[src/rtl/vga_timing_gen.sv]
// vga_timing_gen: pixel-tick divider, x/y raster counters, sync/video decode through a p_tick-aligned
// delay line, and line/frame strobes. Optional 16-bit frame counter enabled by VGA_FRAME_CNT_EN.
module vga_timing_gen #(
  parameter int unsigned H_DISPLAY  = 640,
  parameter int unsigned H_FRONT    = 16,
  parameter int unsigned H_SYNC     = 96,
  parameter int unsigned H_BACK     = 48,
  parameter int unsigned V_DISPLAY  = 480,
  parameter int unsigned V_FRONT    = 10,
  parameter int unsigned V_SYNC     = 2,
  parameter int unsigned V_BACK     = 33,
  parameter int unsigned CLK_DIV    = 4,
  parameter bit          SYNC_POL   = 1'b0,
  parameter int unsigned PIPE_DELAY = 1,
  parameter int unsigned CW         = 10
) (
  input  logic          clk_100MHz,
  input  logic          reset_n,
  output logic          p_tick,
  output logic [CW-1:0] x,
  output logic [CW-1:0] y,
  output logic          video_on,
  output logic          hsync,
  output logic          vsync,
  output logic          line_tick,
  output logic          frame_tick,
  output logic [15:0]   frame_cnt
);

  localparam int unsigned H_TOTAL = H_DISPLAY + H_FRONT + H_SYNC + H_BACK;
  localparam int unsigned V_TOTAL = V_DISPLAY + V_FRONT + V_SYNC + V_BACK;
  localparam int unsigned DW      = (CLK_DIV > 1) ? $clog2(CLK_DIV) : 1;
  localparam int unsigned XW      = CW + 1;

  localparam logic [DW-1:0] DIV_LAST = DW'(CLK_DIV - 1);
  localparam logic [CW-1:0] X_LAST   = CW'(H_TOTAL - 1);
  localparam logic [CW-1:0] Y_LAST   = CW'(V_TOTAL - 1);
  // Decode bounds carry one extra bit so a full-range display width still compares correctly
  localparam logic [XW-1:0] H_VIS    = XW'(H_DISPLAY);
  localparam logic [XW-1:0] V_VIS    = XW'(V_DISPLAY);
  localparam logic [XW-1:0] HS_BEG   = XW'(H_DISPLAY + H_FRONT);
  localparam logic [XW-1:0] HS_END   = XW'(H_DISPLAY + H_FRONT + H_SYNC - 1);
  localparam logic [XW-1:0] VS_BEG   = XW'(V_DISPLAY + V_FRONT);
  localparam logic [XW-1:0] VS_END   = XW'(V_DISPLAY + V_FRONT + V_SYNC - 1);
  localparam logic [2:0]    PIPE_RST = {1'b0, ~SYNC_POL, ~SYNC_POL};

  generate
    if (CLK_DIV < 1) begin : g_err_clk_div
      $error("vga_timing_gen: CLK_DIV must be at least 1");
    end
    if (PIPE_DELAY > 4) begin : g_err_pipe
      $error("vga_timing_gen: PIPE_DELAY must be in 0..4");
    end
    if (H_TOTAL > (32'd1 << CW)) begin : g_err_htotal
      $error("vga_timing_gen: H_TOTAL does not fit in CW bits");
    end
    if (V_TOTAL > (32'd1 << CW)) begin : g_err_vtotal
      $error("vga_timing_gen: V_TOTAL does not fit in CW bits");
    end
  endgenerate

  logic [DW-1:0] r_div;
  logic          r_p_tick;
  logic [CW-1:0] r_x;
  logic [CW-1:0] r_y;
  logic          r_line_tick;
  logic          r_frame_tick;
  logic          w_x_wrap;
  logic          w_y_wrap;
  logic [XW-1:0] w_xe;
  logic [XW-1:0] w_ye;
  logic          w_vis;
  logic          w_hs_act;
  logic          w_vs_act;
  logic [2:0]    w_raw;
  logic [2:0]    w_out;

  // Pixel-tick divider: p_tick is registered, high for one clock per CLK_DIV clocks
  always_ff @(posedge clk_100MHz or negedge reset_n) begin
    if (!reset_n) begin
      r_div    <= '0;
      r_p_tick <= 1'b0;
    end else if (r_div == DIV_LAST) begin
      r_div    <= '0;
      r_p_tick <= 1'b1;
    end else begin
      r_div    <= r_div + DW'(1);
      r_p_tick <= 1'b0;
    end
  end

  assign w_x_wrap = r_p_tick && (r_x == X_LAST);
  assign w_y_wrap = w_x_wrap && (r_y == Y_LAST);

  // Raster counters; strobes register alongside the wrap so they coincide with x/y becoming 0
  always_ff @(posedge clk_100MHz or negedge reset_n) begin
    if (!reset_n) begin
      r_x          <= '0;
      r_y          <= '0;
      r_line_tick  <= 1'b0;
      r_frame_tick <= 1'b0;
    end else begin
      r_line_tick  <= w_x_wrap;
      r_frame_tick <= w_y_wrap;
      if (r_p_tick) begin
        if (r_x == X_LAST) begin
          r_x <= '0;
          r_y <= (r_y == Y_LAST) ? '0 : r_y + CW'(1);
        end else begin
          r_x <= r_x + CW'(1);
        end
      end
    end
  end

  assign w_xe     = {1'b0, r_x};
  assign w_ye     = {1'b0, r_y};
  assign w_vis    = (w_xe < H_VIS) && (w_ye < V_VIS);
  assign w_hs_act = (w_xe >= HS_BEG) && (w_xe <= HS_END);
  assign w_vs_act = (w_ye >= VS_BEG) && (w_ye <= VS_END);
  assign w_raw    = {w_vis,
                     w_hs_act ? SYNC_POL : ~SYNC_POL,
                     w_vs_act ? SYNC_POL : ~SYNC_POL};

  // Delay line keeps sync/video aligned with a pipelined pixel path; advances only on p_tick
  generate
    if (PIPE_DELAY == 0) begin : g_nopipe
      assign w_out = w_raw;
    end else begin : g_pipe
      logic [2:0] r_pipe [PIPE_DELAY];
      always_ff @(posedge clk_100MHz or negedge reset_n) begin
        if (!reset_n) begin
          for (int unsigned i = 0; i < PIPE_DELAY; i++) r_pipe[i] <= PIPE_RST;
        end else if (r_p_tick) begin
          r_pipe[0] <= w_raw;
          for (int unsigned i = 1; i < PIPE_DELAY; i++) r_pipe[i] <= r_pipe[i-1];
        end
      end
      assign w_out = r_pipe[PIPE_DELAY-1];
    end
  endgenerate

`ifdef VGA_FRAME_CNT_EN
  logic [15:0] r_frame_cnt;

  // Completed-frame count, wraps naturally at 16 bits
  always_ff @(posedge clk_100MHz or negedge reset_n) begin
    if (!reset_n) begin
      r_frame_cnt <= '0;
    end else if (w_y_wrap) begin
      r_frame_cnt <= r_frame_cnt + 16'd1;
    end
  end

  assign frame_cnt = r_frame_cnt;
`else
  assign frame_cnt = 16'd0;
`endif

  assign p_tick     = r_p_tick;
  assign x          = r_x;
  assign y          = r_y;
  assign line_tick  = r_line_tick;
  assign frame_tick = r_frame_tick;
  assign video_on   = w_out[2];
  assign hsync      = w_out[1];
  assign vsync      = w_out[0];

endmodule

[config.mk]
export PLATFORM = sky130hd
export DESIGN_NAME = vga_timing_gen
export DESIGN_NICKNAME = d
export VERILOG_FILES = /design/src/rtl/vga_timing_gen.sv
export SDC_FILE = /design/constraint.sdc
export NUM_CORES = 1
export LEC_CHECK = 0
export ABC_AREA = 1
export CAP_MARGIN = 20
export CORE_MARGIN = 1.5
export CORE_UTILIZATION = 24
export DETAILED_ROUTE_END_ITERATION = 12
export HOLD_SLACK_MARGIN = 0.08
export RECOVER_POWER = 25
export SLEW_MARGIN = 20
export SYNTH_ARGS = -nofsm -noshare
export SYNTH_HDL_FRONTEND = slang
export SYNTH_SLANG_ARGS = --single-unit
[constraint.sdc]
create_clock -name clk_100MHz -period 1.3 [get_ports clk_100MHz]
set_input_delay 0.325 -clock clk_100MHz [delete_from_list [all_inputs] [get_ports clk_100MHz]]
set_output_delay 0.325 -clock clk_100MHz [all_outputs]
set_load 0.01 [all_outputs]
==> flow_metrics.tcl <==
set metrics [dict create \
    fin_ws_ps -136 \
    clock.fmax_ghz 0.697 \
    final_cell_mix "45 x buf_4, 33 x nand2_1, 24 x dfrtp_1" \
    grt_pass1_wl_um 6730 \
    dr.pass1.iters 8 \
    drt-vias-per-instance 4.25 \
    ys_seq_elements 28 \
    rows 29 \
    syn_area_um2 1640 \
    required_ps 1520 \
    grt_overflow 0 \
    worstSetupEndpointType "flop" \
    drt_iter0_drc 52 \
    synth_top_area_cell "dfrtp_1" \
    grt.total_usage 0.117 \
    avgSynthCellArea_um2 8.20 \
    drc 7 \
    met3_usage 0.0125 \
    max_slew_margin 0.518 \
    clockBufferDepth 2 \
    start_util 0.254 \
    top_usage_layer "met2" \
    critical_path.startpoint_type "flop" \
    hp-class "reg -> reg" \
    ant_nets 0 \
    place_ws_ps -91.8 \
    p_leak_uw 0.00126 \
    htree_num_levels 1 \
    worstPathArrival_ps 1660 \
    dp_hpwl_um 2960 \
    die_area_um2 7340 \
    slew_viol_final 0 \
    layout_commonest_cell "buf_4" \
    fin_area_um2 2580 \
    first_global_vias 1457 \
    routed_wl_um 4150 \
    core_area_um2 6460 \
    cap_violations 0 \
    worst_pin_slew_ps 724 \
    postPlaceCellArea_um2 2220 \
    nets 292 \
    setup_viol 21 \
    drive_gt1_frac 0.405 \
    grt_max_degree 29 \
    grtUsageMet2 0.199 \
    violations "design-rule violations, negative setup slack" \
    hold_violations 0 \
    syn_inst 200 \
    boundaryPins 44 \
    synth_top_area_frac 0.397 \
    clock_latency_ps 280 \
    n_antenna_cell 0 \
    io_buffers 27 \
    syn_to_final_growth_pct 57.3 \
    cts_tree "yes" \
    seq_area_frac_synth 0.429 \
    cts-root-buf "clkbuf_8" \
    status "finished, violations left" \
    clock-sinks 28 \
    clk_pin_slew_ps 110 \
    synth_warnings 0 \
    finalCritPeriodShare 1.10 \
    gp_congestion 0.800 \
    yosysUniqueCellTypes 28 \
    wl_per_cell_um 11.5 \
    power.density_nw_per_um2 631 \
    cts-buffers-inserted 3 \
    skew_ps 7.18 \
    crit_fanout 3 \
    finalSetupTns_ps -2020 \
    final_cells 361 \
    critical_path_class "reg -> reg" \
    min_period_ps 1440 \
    grt_util_met1 0.149 \
    rsz0062_at_grt "true" \
    dp_cells 337 \
    die_w_um 85.7 \
    die_y_um 85.7 \
    antenna_found_initial 0 \
    ir_worst_vdd_uv 341 \
    synthTopCellsByArea "dfrtp_1 40%, nand2_1 9.2%, buf_4 7.8%, inv_1 4.6%, nand3_1 4.3%" \
    vias 1534 \
]
==> cell families after synthesis <==
| logic type | Yosys count | share of synthesized area |
|---|---|---|
| AOI/OAI and AO/OA | 22 | 0.0671 |
| adders and majority gates | 5 | 0.0381 |
| other | 1 | 0.00229 |
| and+or+nand+nor | 92 | 0.276 |
| xor gates and xnor gates | 8 | 0.0427 |
| DFF | 28 | 0.429 |
| buffers and inverters | 44 | 0.145 |
==> per-stage QoR <==
| stage | utilization | total power (µW) | hold slack, ps |
|---|---|---|---|
| final | 0.399 | 1630 | 429 |
| after global routing | 0.399 | 1700 | 461 |
| after CTS | 0.385 | 1660 | 382 |
| after detailed placement | 0.344 | 937 | 419 |
| after global placement | 0.344 | 937 | 413 |
| after floorplan | - | 944 | 29.4 |
==> power breakdown <==
group / total (µW) / internal, µW / switching [µW]
clock: 715 / 413 / 302
combinational: 41.1 / 2.95 / 38.2
sequential: 871 / 871 / 0
total: 1630 / 1290 / 340
==> routing by layer <==
metal / vias up / wire [µm]
met5: - / 0
met2: 43 / 1980
met1: 710 / 1920
met4: 0 / 76
met3: 5 / 173
li1: 776 / -
==> path summary, 6_finish.rpt <==
path	end	slack [ps]	startpoint	cells past startpoint
worst max register to register	x[6]	-140	x[1]	8
min in group asynchronous	x[7]	610	reset_n	2
max in group asynchronous	y[6]	180	reset_n	2
worst min-delay path	r_div[0]	430	r_div[0]	1
worst min register to register	r_div[0]	430	r_div[0]	1
worst max-delay path	x[6]	-140	x[1]	8
==> final cells by class <==
| cell class | count | area (µm²) |
|---|---|---|
| fill | 656 | 3880 |
| multi-input combinational | 143 | 882 |
| timing repair buffer | 85 | 734 |
| sequential | 28 | 706 |
| tap | 77 | 96.3 |
| inverter | 24 | 90.1 |
| clock buffer | 3 | 41.3 |
| clock inverter | 1 | 30.0 |
==> cell usage after synthesis <==
master / count
clkbuf_1: 1
o21ai_1: 4
nor3_1: 4
nand3b_1: 3
nand3_1: 14
ha_1: 5
or2_2: 1
a21oi_1: 7
nand2_2: 2
xor2_1: 6
nor2_8: 1
clkinv_1: 1
inv_1: 20
nor2_1: 17
buf_4: 17
inv_2: 3
o21ai_0: 11
dfrtp_1: 26
buf_6: 1
clkbuf_2: 1
xnor2_1: 2
nor3_2: 1
conb_1: 1
nor2_4: 2
nand3_4: 1
nand4_1: 6
nand2_1: 40
dfstp_2: 2
==> critical path: stages (launching register included) <==
cell,delay [ps]
dfrtp_1,380
buf_6,120
ha_4,140
nand2_4,90
buf_12,130
nor3_4,140
buf_4,150
nand3_2,70
a21oi_2,140
==> repair_timing <==
| action | 4_1_cts | 5_1_grt |
|---|---|---|
| hold buffers | 0 | 0 |
| gates resized for setup | 88 | 32 |
| gates cloned | 0 | 0 |
| pin swaps | 7 | 10 |
| endpoints found under the setup margin | 47 | 40 |
| setup buffers | 16 | 8 |
==> flip-flops by register name (all words and copies together) (netlist names) <==
name	flops
y	10
line_tick	1
r_div	2
frame_tick	1
x	10
p_tick	1
g_pipe.r_pipe	3
(Power assumes the default switching activity.)
